--- src/rtl/coherence_req_arbiter.sv ---
// coherence_req_arbiter
//   Serialises write-miss / read-miss / write-back requests from NUM_CACHES
//   cache-block controllers into one directory transaction at a time. It
//   routes directory fetch / invalidate / data replies back to the caches.
//
// FSM states
//   state | meaning
//   IDLE  | sample requests, pick a round-robin winner
//   ISSUE | one cycle: grant pulse plus dir_* pulse for the latched winner
//   WAIT  | miss outstanding; route directory traffic, watch for timeout
//
// Ports
//   clock, reset                 clock; synchronous active-high reset
//   req_write_miss/read_miss/
//   req_write_back [NUM_CACHES]  level requests, held until granted
//   req_grant      [NUM_CACHES]  one-hot grant pulse (ISSUE cycle)
//   dir_write_miss/read_miss/
//   dir_write_back               request-type pulse to the directory
//   dir_requester  [ID_W]        owner of the current transaction
//   dir_fetch/invalidate/
//   dir_data_reply, dir_sharers  directory replies and sharer vector
//   cache_fetch/invalidate/
//   cache_data_reply             routed reply pulses
//   busy, timeout_err,
//   current_state                status (00 IDLE, 01 ISSUE, 10 WAIT)
module coherence_req_arbiter #(
  parameter int NUM_CACHES = 2,
  parameter int ID_W       = 1,
  parameter int TIMEOUT    = 15
) (
  input  logic                  clock,
  input  logic                  reset,
  input  logic [NUM_CACHES-1:0] req_write_miss,
  input  logic [NUM_CACHES-1:0] req_read_miss,
  input  logic [NUM_CACHES-1:0] req_write_back,
  output logic [NUM_CACHES-1:0] req_grant,
  output logic                  dir_write_miss,
  output logic                  dir_read_miss,
  output logic                  dir_write_back,
  output logic [ID_W-1:0]       dir_requester,
  input  logic                  dir_fetch,
  input  logic                  dir_invalidate,
  input  logic                  dir_data_reply,
  input  logic [NUM_CACHES-1:0] dir_sharers,
  output logic [NUM_CACHES-1:0] cache_fetch,
  output logic [NUM_CACHES-1:0] cache_invalidate,
  output logic [NUM_CACHES-1:0] cache_data_reply,
  output logic                  busy,
  output logic                  timeout_err,
  output logic [1:0]            current_state
);

  localparam logic [1:0] ST_IDLE  = 2'b00;
  localparam logic [1:0] ST_ISSUE = 2'b01;
  localparam logic [1:0] ST_WAIT  = 2'b10;

  localparam logic [1:0] TY_NONE = 2'd0;
  localparam logic [1:0] TY_WB   = 2'd1;
  localparam logic [1:0] TY_WM   = 2'd2;
  localparam logic [1:0] TY_RM   = 2'd3;

  localparam int CNT_W = (TIMEOUT < 2) ? 1 : $clog2(TIMEOUT + 1);
  // Last WAIT cycle: the counter reaches TIMEOUT on the edge that leaves it.
  localparam logic [CNT_W-1:0] CNT_LAST = CNT_W'(TIMEOUT - 1);

  logic [1:0]            state;
  logic [ID_W-1:0]       rr_ptr;
  logic [1:0]            type_q;
  logic [CNT_W-1:0]      wait_cnt;

  logic [NUM_CACHES-1:0] requesting;
  logic                  found_hi;
  logic [ID_W-1:0]       id_hi, id_lo, win_id, ptr_next;
  logic [1:0]            cand_type, ty_hi, ty_lo, win_type;
  logic [NUM_CACHES-1:0] win_onehot, owner_onehot;

  // Round robin as two priority scans: the lowest requester at or above the
  // pointer wins; failing that, the lowest requester overall (wrap-around).
  always_comb begin
    requesting = req_write_miss | req_read_miss | req_write_back;
    found_hi   = 1'b0;
    id_hi      = '0;
    id_lo      = '0;
    cand_type  = TY_NONE;
    ty_hi      = TY_NONE;
    ty_lo      = TY_NONE;
    for (int i = NUM_CACHES - 1; i >= 0; i--) begin
      if (req_write_back[i])      cand_type = TY_WB;
      else if (req_write_miss[i]) cand_type = TY_WM;
      else                        cand_type = TY_RM;
      if (requesting[i]) begin
        id_lo = ID_W'(i);
        ty_lo = cand_type;
        if (i >= int'(rr_ptr)) begin
          found_hi = 1'b1;
          id_hi    = ID_W'(i);
          ty_hi    = cand_type;
        end
      end
    end
    win_id   = found_hi ? id_hi : id_lo;
    win_type = found_hi ? ty_hi : ty_lo;
    ptr_next = (int'(win_id) == NUM_CACHES - 1) ? '0 : win_id + ID_W'(1);
    for (int i = 0; i < NUM_CACHES; i++) begin
      win_onehot[i]   = (int'(win_id) == i);
      owner_onehot[i] = (int'(dir_requester) == i);
    end
  end

  always_ff @(posedge clock) begin
    if (reset) begin
      state            <= ST_IDLE;
      rr_ptr           <= '0;
      type_q           <= TY_NONE;
      wait_cnt         <= '0;
      req_grant        <= '0;
      dir_write_miss   <= 1'b0;
      dir_read_miss    <= 1'b0;
      dir_write_back   <= 1'b0;
      dir_requester    <= '0;
      cache_fetch      <= '0;
      cache_invalidate <= '0;
      cache_data_reply <= '0;
      busy             <= 1'b0;
      timeout_err      <= 1'b0;
    end else begin
      req_grant        <= '0;
      dir_write_miss   <= 1'b0;
      dir_read_miss    <= 1'b0;
      dir_write_back   <= 1'b0;
      cache_fetch      <= '0;
      cache_invalidate <= '0;
      cache_data_reply <= '0;
      timeout_err      <= 1'b0;
      case (state)
        ST_IDLE: begin
          if (|requesting) begin
            state          <= ST_ISSUE;
            busy           <= 1'b1;
            type_q         <= win_type;
            dir_requester  <= win_id;
            rr_ptr         <= ptr_next;
            req_grant      <= win_onehot;
            dir_write_back <= (win_type == TY_WB);
            dir_write_miss <= (win_type == TY_WM);
            dir_read_miss  <= (win_type == TY_RM);
          end
        end
        ST_ISSUE: begin
          wait_cnt <= '0;
          // Write backs get no directory reply, so they skip WAIT.
          if (type_q == TY_WB) begin
            state <= ST_IDLE;
            busy  <= 1'b0;
          end else begin
            state <= ST_WAIT;
          end
        end
        ST_WAIT: begin
          if (dir_fetch)      cache_fetch      <= dir_sharers & ~owner_onehot;
          if (dir_invalidate) cache_invalidate <= dir_sharers & ~owner_onehot;
          // A reply in the final cycle beats the timeout.
          if (dir_data_reply) begin
            cache_data_reply <= owner_onehot;
            state            <= ST_IDLE;
            busy             <= 1'b0;
          end else if (wait_cnt == CNT_LAST) begin
            timeout_err <= 1'b1;
            state       <= ST_IDLE;
            busy        <= 1'b0;
          end
          wait_cnt <= wait_cnt + CNT_W'(1);
        end
        default: begin
          state <= ST_IDLE;
          busy  <= 1'b0;
        end
      endcase
    end
  end

  assign current_state = state;

endmodule
--- config.mk ---
export PLATFORM = sky130hd
export DESIGN_NAME = coherence_req_arbiter
export DESIGN_NICKNAME = d
export VERILOG_FILES = /design/src/rtl/coherence_req_arbiter.sv
export SDC_FILE = /design/constraint.sdc
export NUM_CORES = 1
export LEC_CHECK = 0
export CAP_MARGIN = 20
export CORE_MARGIN = 8
export CORE_UTILIZATION = 41
export DETAILED_ROUTE_END_ITERATION = 12
export PLACE_DENSITY = 0.73
export SYNTH_ARGS = -nofsm -noshare
export SYNTH_HDL_FRONTEND = slang
export SYNTH_SLANG_ARGS = --single-unit
--- constraint.sdc ---
create_clock -name clock -period 1.2 [get_ports clock]
set_input_delay 0.24 -clock clock [delete_from_list [all_inputs] [get_ports clock]]
set_output_delay 0.24 -clock clock [all_outputs]
set_load 0.01 [all_outputs]
==> run_results.csv, run 1 <==
group,metric,value,unit
logic_synthesis,synth_mux_area_share,1.124,%
logic_synthesis,synth_fa_ha_area_share,6.242,%
power,power_switching,562.8,uW
global_route,grt_pass1_vias,951,
power,pwr-share-clk,20.0,%
layout,antennaDiodeCount,0,
placement,dp_hpwl,1997,um
flow_run,max_cap_viol_count,0,
global_route,grt_use_total,12.41,%
clock_network,h-tree-depth,1,
logic_synthesis,synthesis.nets,129,
hold_path,whs_path_depth,4,
placement,placed_cells,187,
die,die-area,4282,um2
power,intPower,1.252,mW
setup_path,rr_startpoint,"wait_cnt[0]",
setup_path,rr_worst_depth,7,
clock_network,cts.sinks,23,
layout,final_area,1633,um2
placement,dpl_cell_area,1509,um2
drt,drt-initial-drc-count,15,
global_route,grt_pass1_wl,4305,um
logic_synthesis,synthTopCellsByCount,"23 x dfxtp_1, 12 x nor2_1, 8 x a21oi_1, 8 x inv_1, 6 x o21ai_0",
sta,hold_viol,0,
logic_synthesis,ys_top_cells_by_area,"dfxtp_1 46%, ha_1 6.2%, nor2_1 4.5%",
sta,fin_crit_sh,110.2,%
global_route,antenna_found_initial,0,
layout,final_layout_size_suffix_gt1_share,40.12,%
setup_path,crit_chain,"inv_2, ha_4, nand3_2, nand3b_1, buf_4, a31oi_1, a211oi_2",
global_route,grt_max_degree,14,
placement,place_ws,-564.6,ps
sta,worst_slack,-121.9,ps
logic_synthesis,syn_area,1002,um2
die,fp.dieW,65.44,um
logic_synthesis,avgSynthCellArea,9.029,um2
logic_synthesis,yosys.area_share.simple,26.97,%
sta,worst_slew_pin_slew,452.9,ps
sta,clock.fmax,756.5,MHz
drt,dr_total_vias,982,
logic_synthesis,ys_seq_area_share,45.94,%
clock_network,cts_hold_buf,0,
die,coreArea,2387,um2
hold_path,min_path_type,"in -> reg",
hold_path,hold_path_end,"req_grant[0]",
layout,regArea,475.5,um2
die,start_util,41.98,%
die,rows,18,
layout,synthToLayoutAreaGrowth,62.92,%
drt,wire_per_inst,14.11,um
power,powerDensity,1112,nW/um2
logic_synthesis,netlist_instances,111,
sta,clock_skew,10.75,ps
status,outcome,"complete, but fails checks",
logic_synthesis,netlist.area_leader.share,45.94,%
power,power.total,1.815,mW
layout,multi_input_area,613.1,um2
logic_synthesis,async_flop_share,0,%
layout,finalNonFillerCells,197,
global_route,grt_overflow,0,
clock_network,clkLatencyLatePin,310,ps
sta,slew_headroom,69.49,%
clock_network,tritoncts,"yes",
logic_synthesis,synth_most_common_cell,"dfxtp_1",
drt,drc,0,
logic_synthesis,yosysTopAreaCell,"dfxtp_1",
sta,setup_violations,5,
clock_network,cts_buffers,3,
logic_synthesis,synth_seq_cells,23,
die,io_pins,29,
setup_path,rrSetupSlack,-120,ps
logic_synthesis,synth-xor-area-share,0,%
logic_synthesis,synth_compound_area_share,15.98,%
power,vdd_ir_drop_max,856.5,uV
sta,rsz0062_at_grt,"yes",
setup_path,cp.required,1400,ps
power,power_frac_seq,48.1,%
clock_network,clk_pin_slew,140,ps
setup_path,worstPathArrival,1520,ps
drt,viasPerCell,4.985,
drt,drt-total-wl,2779,um
layout,final_net_count,186,
setup_path,slowest_delay,360,ps
setup_path,cp-start-kind,"register",
placement,port_buffers,28,
die,die_y,65.44,um
logic_synthesis,synthFlopType,"dfxtp_1",
power,p_sw_share,31.01,%
setup_path,crit_type,"reg -> reg",
setup_path,endpoint_kind,"register",
sta,post-route-min-period,1322,ps
setup_path,worst_path_max_delay_cell,"dfxtp_2",
setup_path,crit_fanout,3,
power,p_comb_share,31.9,%
status,violations,"negative setup slack",
hold_path,hold_start,"req_write_miss[1]",
layout,nFillCells,197,
sta,final_max_slew_viol_count,0,
logic_synthesis,synth_top_family_by_area,"simple AND/OR/NAND/NOR gates",
logic_synthesis,yosys_warnings,0,
drt,drtPass1Iterations,4,
setup_path,worstReg2RegEnd,"busy",
drt,final_antenna_net_count,0,
setup_path,critPathTopFamily,"flip-flops",
logic_synthesis,ys_types,33,
power,p_leak,0.7222,nW
setup_path,cp_num_buf_inv,2,
clock_network,clk_path_buf_depth,2,
logic_synthesis,synth-edff-count,0,
clock_network,root_buffer,"clkbuf_4",
layout,utilization,68.40,%
placement,place.gp.congestion,0.7921,
[layout by cell type, fill, tap and decap left out, drive strengths merged, types with 2 or more instances in the layout]
| cell type | Yosys | final |
|---|---|---|
| a21oi | 8 | 8 |
| and4 | 2 | 2 |
| nor4 | 2 | 2 |
| nor2b | 3 | 3 |
| dfxtp | 23 | 23 |
| nand3 | 3 | 3 |
| clkdlybuf4s15 | 0 | 6 |
| dlygate4sd2 | 0 | 12 |
| and3 | 2 | 2 |
| o21ai | 8 | 8 |
| nand2 | 5 | 5 |
| nand2b | 4 | 4 |
| ha | 5 | 5 |
| a22oi | 2 | 2 |
| or3 | 2 | 2 |
| buf | 0 | 27 |
| a211oi | 2 | 2 |
| clkdlybuf4s50 | 0 | 6 |
| clkbuf | 2 | 6 |
| nand3b | 2 | 2 |
| nor2 | 12 | 12 |
| nor3 | 4 | 4 |
| and4b | 2 | 2 |
| inv | 8 | 8 |
[routing by layer]
metal | global-route usage, % | vias up | routed length, um
met5 | 0 | - | 0
met2 | 20.91 | 20 | 1344
li1 | - | 503 | -
met4 | 4.087 | 0 | 23
met1 | 14.44 | 455 | 1255
met3 | 4.082 | 4 | 156
[worst reg2reg max path: stages (launching register included)]
cell and delay (ps):
dfxtp_2 360, inv_2 50, ha_4 150, nand3_2 60, nand3b_1 160, buf_4 190, a31oi_1 180, a211oi_2 70
[logic make-up (layout without fill, tap and decap cells)]
group           Yosys count  after routing
simple gates             46             46
compound gates           26             26
flops                    23             23
buf+inv                  10             66
fa+ha+maj                 5              5
mux                       1              1
[timing repair]
| action | 4_1_cts | 5_1_grt |
|---|---|---|
| buffers inserted | 4 | 2 |
| gates resized for setup | 35 | 31 |
| cloned | 0 | 0 |
| pin swaps | 7 | 10 |
| setup endpoints to repair | 30 | 23 |
[how the worst max path moves through the flow]
stage / depth (start not counted) / startpoint / to
6_report: 7 / wait_cnt[0] / busy
5_1_grt: 7 / wait_cnt[0] / busy
4_1_cts: 6 / wait_cnt[0] / current_state[1]
3_5_place_dp: 5 / req_write_back[0] / current_state[1]
3_3_place_gp: 5 / req_write_back[0] / current_state[1]
2_1_floorplan: 6 / wait_cnt[0] / current_state[1]
[power groups by stage]
stage	clock [mW]	sequential [mW]	combinational, mW
finish	0.363	0.872	0.579
global route	0.424	0.881	0.629
CTS	0.367	0.865	0.501
detailed placement	0	0.883	0.502
global placement	0	0.882	0.490
floorplan	0	0.892	0.235
[flip-flops by register name, summed over array words and instances, names as in the netlist]
| name | count |
|---|---|
| dir_write_miss | 1 |
| busy | 1 |
| cache_fetch | 2 |
| wait_cnt | 4 |
| rr_ptr | 1 |
| dir_requester | 1 |
| dir_write_back | 1 |
| dir_read_miss | 1 |
| type_q | 2 |
| req_grant | 2 |
| cache_invalidate | 2 |
| cache_data_reply | 2 |
| current_state | 2 |
| timeout_err | 1 |
[area by class of cell]
| cell class | count | area share, % |
|---|---|---|
| tap | 30 | 2.299 |
| sequential | 23 | 29.12 |
| inverter | 8 | 2.146 |
| timing repair buffer | 54 | 27.20 |
| clock buffer | 3 | 1.379 |
| multi-input combinational | 78 | 37.55 |
| clock inverter | 1 | 0.3065 |
[through the flow]
step	hold slack [ps]	setup TNS (ps)
2_1_floorplan	316.5	-17.97
3_3_place_gp	466.4	-5643
3_5_place_dp	469.4	-6159
4_1_cts	492.3	-150.2
5_1_grt	401.6	-641.6
6_report	408.2	-305.2
Note: power is estimated with default switching activity, not from simulation.
==> inputs of run 2 (changes only) <==
--- a/config.mk
+++ b/config.mk
@@ -9,6 +9,7 @@
 export CORE_MARGIN = 8
 export CORE_UTILIZATION = 41
 export DETAILED_ROUTE_END_ITERATION = 12
+export GPL_TIMING_DRIVEN = 0
 export PLACE_DENSITY = 0.73
 export SYNTH_ARGS = -nofsm -noshare
 export SYNTH_HDL_FRONTEND = slang
==> run 2 against run 1 <==
Net effect:
- the flow still finishes with violations (negative setup slack)
- worst setup slack worse by 17 ps
- maximum frequency shrank 1.3%
- power decreased by 3.0%
- critical path depth decreased by 1
- worst hold slack lost 7.9 ps
- sequential share of layout area increased by 1.7 points
- cell count down 7.1%
- global-route usage is 0.066 points lower
- combinational power fell by 7.6%
- die area did not move
- first-iteration DRC count rose by 27%
- critical endpoint is now current_state[1]
- largest cell class unchanged
==> run_results.csv, run 2 (synthesis results as in run 1) <==
group,metric,value,unit
status,outcome,"complete, but fails checks",
status,violations,"negative setup slack",
clock_network,cts_hold_buf,0,
global_route,grt_pass1_vias,956,
setup_path,cp_num_cells,6,
drt,dr_total_vias,972,
layout,final_cell_mix,"16 x dfxtp_1, 14 x dlygate4sd2_1, 11 x buf_4",
setup_path,crit_chain,"inv_2, ha_4, nand3_2, nand3b_1, o21ai_1, mux2_1",
clock_network,cts.sinks,23,
drt,viasPerCell,5.311,
sta,setup_tns,-280.0,ps
hold_path,min_path_type,"in -> reg",
global_route,grt_use_total,12.35,%
layout,final_common_cell,"dfxtp_1",
sta,rsz0062_at_grt,"yes",
setup_path,cp.required,1410,ps
drt,final_antenna_net_count,0,
power,vdd_ir_drop_max,824.1,uV
layout,final_layout_size_suffix_gt1_share,32.68,%
sta,hold_viol,0,
placement,dp_hpwl,1884,um
global_route,grt_max_degree,14,
die,coreArea,2387,um2
drt,drt-initial-drc-count,19,
placement,placed_cells,169,
clock_network,cts_buffers,3,
layout,top_register,"wait_cnt",
sta,setup_violations,4,
sta,clock_skew,5.309,ps
layout,final_area,1539,um2
clock_network,clk_pin_slew,130,ps
sta,clock.fmax,746.7,MHz
placement,dpl_cell_area,1366,um2
flow_run,max_cap_viol_count,0,
drt,wire_per_inst,14.91,um
global_route,antenna_found_initial,0,
setup_path,cp_num_buf_inv,1,
die,die_y,65.44,um
drt,drt-total-wl,2729,um
setup_path,slowest_delay,360,ps
power,powerDensity,1144,nW/um2
sta,worst_slack,-139.3,ps
setup_path,critPathTopFamily,"flip-flops",
die,io_pins,29,
setup_path,crit_type,"reg -> reg",
drt,drtPass1Iterations,4,
setup_path,endpoint_kind,"register",
sta,worst_slew_pin_slew,357.7,ps
placement,place_ws,-675.2,ps
hold_path,whs_path_depth,3,
clock_network,clk_path_buf_depth,2,
setup_path,worst_path_max_delay_cell,"dfxtp_2",
die,rows,18,
setup_path,crit_fanout,3,
global_route,grt_pass1_wl,4215,um
sta,slew_headroom,76.11,%
clock_network,clkLatencyLatePin,310,ps
placement,port_buffers,28,
setup_path,cp-start-kind,"register",
sta,fin_crit_sh,111.6,%
sta,post-route-min-period,1339,ps
setup_path,rr_worst_depth,6,
die,fp.dieW,65.44,um
setup_path,worstPathArrival,1550,ps
layout,largest_reg_flops,4,
drt,drc,0,
layout,final_net_count,172,
layout,synthToLayoutAreaGrowth,53.56,%
power,power.total,1.760,mW
placement,place.gp.congestion,0.8133,
power,p_leak,0.6853,nW
global_route,grt_overflow,0,
clock_network,tritoncts,"yes",
sta,final_max_slew_viol_count,0,
clock_network,root_buffer,"clkbuf_4",
die,start_util,41.98,%
layout,antennaDiodeCount,0,
layout,finalNonFillerCells,183,
die,die-area,4282,um2
clock_network,h-tree-depth,1,
[run 2: changes by cell type in the layout (fill, tap and decap cells not counted), sizes merged]
cell           before  now
dlygate4sd2        12   14
buf                27   11
dlymetal6s2s        0    3
clkdlybuf4s50       6    5
clkdlybuf4s15       6    3
clkbuf              6    7
[run 2: area by class of cell]
cell class / instances / area, um2
multi-input combinational: 78 / 619.3
timing repair buffer: 39 / 337.8
inverter: 8 / 37.54
sequential: 23 / 474.2
fill: 227 / 848.3
tap: 30 / 37.54
clock buffer: 3 / 22.52
clock inverter: 1 / 5.005
buffer: 1 / 5.005
[run 2: report_power, final]
group	internal, mW	switching (mW)
logic	0.261	0.274
clock network	0.124	0.229
registers	0.828	0.0438
total	1.21	0.547
[run 2: per-layer routing]
layer	routed length, um	up-vias	global-route usage (%)
met5	0	-	0
met4	72	0	5.722
met3	213	8	4.252
met2	1363	34	21.77
met1	1080	450	12.86
li1	-	480	-
[run 2: what timing repair did]
item                                    in CTS  in global routing
buffers inserted                             6                  5
resized for setup                           37                 23
endpoints found under the setup margin      35                 20
pin swaps                                    7                  5
endpoints found under the hold margin        0                  0
[run 2: path summary, 6_finish.rpt]
check / from / endpoint / slack, ps
min reg2reg: dir_requester / dir_requester / 510
max: wait_cnt[0] / current_state[1] / -140
min: req_write_back[1] / req_grant[0] / 400
max reg2reg: wait_cnt[0] / current_state[1] / -140
[run 2: metrics by stage]
step	hold WS [ps]	utilization [%]
floorplan	316.5	-
global placement	470.4	57.23
detailed placement	485.5	57.23
CTS	470.1	60.64
global route	429.1	64.47
finish	400.3	64.47
[run 2: worst min-delay path, cell delays in order]
cell and delay [ps]:
clkbuf_2 160, or3_1 190, a211oi_1 90
